===== config.mk =====
export PLATFORM = sky130hd
export DESIGN_NAME = ram_1w2r
export DESIGN_NICKNAME = d
export VERILOG_FILES = /design/src/rtl/ram_1w2r.sv
export SDC_FILE = /design/constraint.sdc
export NUM_CORES = 1
export LEC_CHECK = 0
export ABC_AREA = 1
export BUFFER_PORTS_ARGS = -buffer_cell sky130_fd_sc_hd__buf_2
export CAP_MARGIN = 20
export CORE_MARGIN = 2
export CORE_UTILIZATION = 36
export DETAILED_ROUTE_END_ITERATION = 12
export HOLD_SLACK_MARGIN = 0.12
export PLACE_DENSITY_LB_ADDON = 0.15
export SLEW_MARGIN = 25
export SYNTH_ARGS = -nofsm -noshare
export SYNTH_HDL_FRONTEND = slang
export SYNTH_SLANG_ARGS = --single-unit
export TNS_END_PERCENT = 10

===== constraint.sdc =====
create_clock -name clk -period 8.3 [get_ports clk]
set_clock_uncertainty 0.15 [all_clocks]
set_input_delay 1.66 -clock clk [delete_from_list [all_inputs] [get_ports clk]]
set_output_delay 1.66 -clock clk [all_outputs]
set_load 0.02 [all_outputs]

===== src/rtl/ram_1w2r.sv =====
// Two-read, one-write RAM built from two mirrored 1W1R banks, with write-first
// forwarding and an invalidate-all sweep that zeroes the array after reset or on request.
module ram_1w2r #(
   parameter int WIDTH  = 1,
   parameter int DEEPTH = 8
) (
   input  logic              clk,
   input  logic              rst,
   input  logic [DEEPTH-1:0] W_addr,
   input  logic [WIDTH-1:0]  W_data,
   input  logic              W_en,
   input  logic [DEEPTH-1:0] R_addr_A,
   input  logic              R_en_A,
   output logic [WIDTH-1:0]  R_data_A,
   input  logic [DEEPTH-1:0] R_addr_B,
   input  logic              R_en_B,
   output logic [WIDTH-1:0]  R_data_B,
   input  logic              clr_req,
   output logic              clr_busy,
   output logic              clr_done
);

   // state | meaning
   // IDLE  | normal operation: writes land in both banks, reads see bank or forwarded data
   // CLEAR | sweep zeroes entry ptr each cycle; writes dropped, reads return 0
   typedef enum logic {IDLE, CLEAR} state_t;

   localparam int N = 2**DEEPTH;

   state_t            state, state_nxt;
   logic [DEEPTH-1:0] ptr, ptr_nxt;
   logic              done_nxt;
   logic              busy;
   logic              wr_live;

   logic [WIDTH-1:0]  bank_a [N];
   logic [WIDTH-1:0]  bank_b [N];

   assign busy     = (state == CLEAR);
   assign wr_live  = W_en && !busy;
   assign clr_busy = busy;

   always_comb begin
      state_nxt = state;
      ptr_nxt   = ptr;
      done_nxt  = 1'b0;
      case (state)
         IDLE: begin
            if (clr_req) begin
               state_nxt = CLEAR;
               ptr_nxt   = '0;
            end
         end
         CLEAR: begin
            ptr_nxt = ptr + DEEPTH'(1);
            if (&ptr) begin
               state_nxt = IDLE;
               done_nxt  = 1'b1;
            end
         end
         default: state_nxt = CLEAR;
      endcase
   end

   always_ff @(posedge clk or posedge rst) begin
      if (rst) begin
         state    <= CLEAR;
         ptr      <= '0;
         clr_done <= 1'b0;
      end else begin
         state    <= state_nxt;
         ptr      <= ptr_nxt;
         clr_done <= done_nxt;
      end
   end

   // Banks carry no reset; the sweep is what initialises contents.
   always_ff @(posedge clk) begin
      if (busy) begin
         bank_a[ptr] <= '0;
         bank_b[ptr] <= '0;
      end else if (W_en) begin
         bank_a[W_addr] <= W_data;
         bank_b[W_addr] <= W_data;
      end
   end

   // Precedence: sweep-zero, then same-edge write forward, then bank contents.
   always_ff @(posedge clk or posedge rst) begin
      if (rst) begin
         R_data_A <= '0;
         R_data_B <= '0;
      end else begin
         if (R_en_A) begin
            if (busy)
               R_data_A <= '0;
            else if (wr_live && (W_addr == R_addr_A))
               R_data_A <= W_data;
            else
               R_data_A <= bank_a[R_addr_A];
         end
         if (R_en_B) begin
            if (busy)
               R_data_B <= '0;
            else if (wr_live && (W_addr == R_addr_B))
               R_data_B <= W_data;
            else
               R_data_B <= bank_b[R_addr_B];
         end
      end
   end

endmodule


==> results.md <==
- Routed Antenna Nets: 0
- Initial antenna violation count: 0
- DRT Pass-1 Iters: 5
- LEAKAGE: 6.15 nW
- Most common cell in the netlist: nand2_1
- Wire length of the first global-routing pass: 82600 um
- Via count of the first global-routing pass: 13000
- Max_cap viols: 0
- Routed wl met3: 4660 um
- H-tree Lvls: 2
- Post-Syn Nets: 1955
- Logic pwr share: 24.0%
- Min-delay worst type: reg2reg
- Avg Inst Size Synth: 7.92 um^2
- I/O pin count: 35
- Initial Util: 36.4%
- CTS clk-pin slew, worst paths: 0.05 ns
- Fmax: 0.223 GHz
- Area growth from synthesis to layout: 9.12%
- Slew HR: 23.4%
- CP required: 8.58 ns
- RSZ-0062 raised after global routing: no
- Post-synthesis instance total: 1923
- Via count: 13600
- Critical path class: in2reg
- WL final: 55300 um
- Fin. max-slew vios: 0
- CP Launch Point: R_addr_B[2]
- Top_reg_cell synth: edfxtp_1
- Reg power frac: 39.5%
- Multiplexer share of the synthesized area: 0%
- Sequential-to-total area share from yosys stat: 52.4%
- Final min period: 4.48 ns
- Highest routed layer: met4
- Largest family of logic cells by synthesized area: simple AND/OR/NAND/NOR gates
- Worst R2R Start: clr_busy$_DFF_PP1_
- P_int: 0.00253 W
- Die width: 210 um
- Adder-cell share of the synthesized area: 0.0821%
- Area of the core: 0.0419 mm^2
- Slew @ Worst Pin: 1.14 ns
- CTS tree: done
- Setup TNS Final: 0 ns
- Post-CTS Setup Inserts: 0
- Dpl hpwl: 29800 um
- Wl on met1: 22600 um
- Worst hold start: ptr[0]$_DFFE_PP0P_
- Synth Area in XOR/XNOR: 0.402%
- Cts hold-fix bufs: 0
- Net Sw Frac: 35.0%
- NumNets Final: 1900
- Final period utilization: 54.0%
- Status: completed
- Share of the synthesized area in the top cell type: 50.4%
- CTS sink cnt: 268
- Cell area after synthesis: 0.0152 mm^2
- DRT iter0 DRCs: 1590
- Worst-skew pair later-pin latency: 0.54 ns
- Die area: 0.0440 mm^2
- Yosys cell types: 37
- YS warnings: 0
- Site row count: 75
- Vias per inst: 5.62
- Worst setup margin: 3.82 ns
- P_sw: 0.00137 W
- DR WL met2: 25600 um
- Die Span Y: 210 um
- VDD IR max: 174 uV
- Share of cells above drive strength 1: 7.35%
- Fraction of registers with async set/reset: 4.48%
- Maximum number of pins on one net before global-route repair: 257
- CP startpoint kind: input port
- Crit-path max FO: 34
- Per-cell routed wire length: 22.7 um
- Final hold vios: 0
- Critical Path AT: 4.76 ns
- Post-Synth Simple-Gate Area: 39.8%
- #FFs+latches synth: 268
- Compound-cell area share of the yosys netlist: 1.06%
- GRT Resource Usage Total: 25.2%
- Synth cell count leaders: 590 x nand2_1, 497 x nand3_1, 293 x nor2_1
- Total CTS buffers: 34
- I/O Buffers: 34
- Post-CTS sizing: 0
- CTS root buffer: clkbuf_16
- GRT overflow: 0
- Cell taking the most area after synthesis: edfxtp_1
- Post-route DRC: 0
- Number of synthesized flops with an enable pin: 256
- Largest cells by area after synthesis: edfxtp_1 50%, nand3_1 16%, nand2_1 15%
- CTS Buffer Depth: 3
- Setup-failing EPs final: 0
- Crit end category: flip-flop
- Gp weighted congestion: 0.852
- Power Density: 234 mW/mm^2
- Clock Power Share: 36.6%
- # diodes: 0
- Worst slack at placement: 3.45 ns
[cell type report]
class                           count  area, um^2
Fill cell                        4295       25200
Sequential cell                   268        7990
Timing Repair Buffer               50         328
Clock buffer                       47         963
Inverter                           68         270
Multi-Input combinational cell   1446        6330
Tap cell                          539         674
Clock inverter                     12        75.1
[state kept, by name, indices dropped and copies added, names as in the netlist]
name,cells
R_data_A,1
clr_done,1
ptr,8
bank_a,1
bank_b,255
clr_busy,1
R_data_B,1
[kinds of logic after synthesis]
family	count (synthesis)
fa+ha+maj	1
buf+inv	209
flops	268
xor+xnor	7
compound gates	23
simple gates	1415
[power by group through the flow]
stage / clock network (W) / logic, W / registers (W)
2_1_floorplan: 0 / 0.000588 / 0.00156
3_3_place_gp: 0 / 0.000915 / 0.00156
3_5_place_dp: 0 / 0.000922 / 0.00157
4_1_cts: 0.00145 / 0.000923 / 0.00154
5_1_grt: 0.00150 / 0.000999 / 0.00154
6_report: 0.00143 / 0.000933 / 0.00154
[through the flow]
stage / instance area [um^2] / util, % / total power [W] / hold WS, ns / cells
final: 16600 / 39.7 / 0.00390 / 0.369 / 2430
after global routing: 16600 / 39.7 / 0.00405 / 0.392 / 2430
after CTS: 16600 / 39.7 / 0.00391 / 0.374 / 2429
after detailed placement: 15600 / 37.2 / 0.00249 / 0.358 / 2370
after global placement: 15500 / 37.1 / 0.00248 / 0.355 / 2370
after floorplan: 15200 / - / 0.00215 / 0.331 / 1923
[cell usage in the layout (no fill, tap or decap), types with 6 or more instances in the layout]
cell	netlist	layout
edfxtp_1	256	256
nand3_1	497	497
nand2_2	14	22
clkbuf_1	24	10
clkinv_1	2	10
o21ai_0	9	9
buf_4	2	16
inv_1	61	58
nor2_4	6	7
nand2_1	590	582
dfrtp_1	11	11
clkbuf_16	0	37
nor2_1	293	292
xnor2_1	6	6
buf_2	93	32
[routing by layer]
metal	vias up	GRT usage (%)
met5	-	0
met4	0	11.2
met3	144	4.44
met1	6595	32.8
li1	6305	-
met2	605	41.2
[worst max-delay path, cell delays in order]
cell     delay (ns)
buf_2          0.83
inv_1          0.79
buf_4          0.47
nand3_1        0.13
nand3_1        0.10
nand3_1        0.21
nand2_1        0.10
nand2_1        0.07
nand3_1        0.07
nand3_1        0.09
nand3_1        0.08
nand2_1        0.06
nand2_1        0.05
[path summary, 6_finish.rpt]
| kind | end | slack (ns) | cells past startpoint |
|---|---|---|---|
| max reg2reg | bank_b[80]$_DFFE_PP_ | 5.11 | 10 |
| min reg2reg | ptr[0]$_DFFE_PP0P_ | 0.37 | 1 |
| max | R_data_B$_DFFE_PP0P_ | 3.82 | 13 |
| min | ptr[0]$_DFFE_PP0P_ | 0.37 | 1 |
| min in group asynchronous | ptr[6]$_DFFE_PP0P_ | 1.00 | 2 |
| max in group asynchronous | clr_busy$_DFF_PP1_ | 6.64 | 2 |
(Power assumes the default switching activity.)
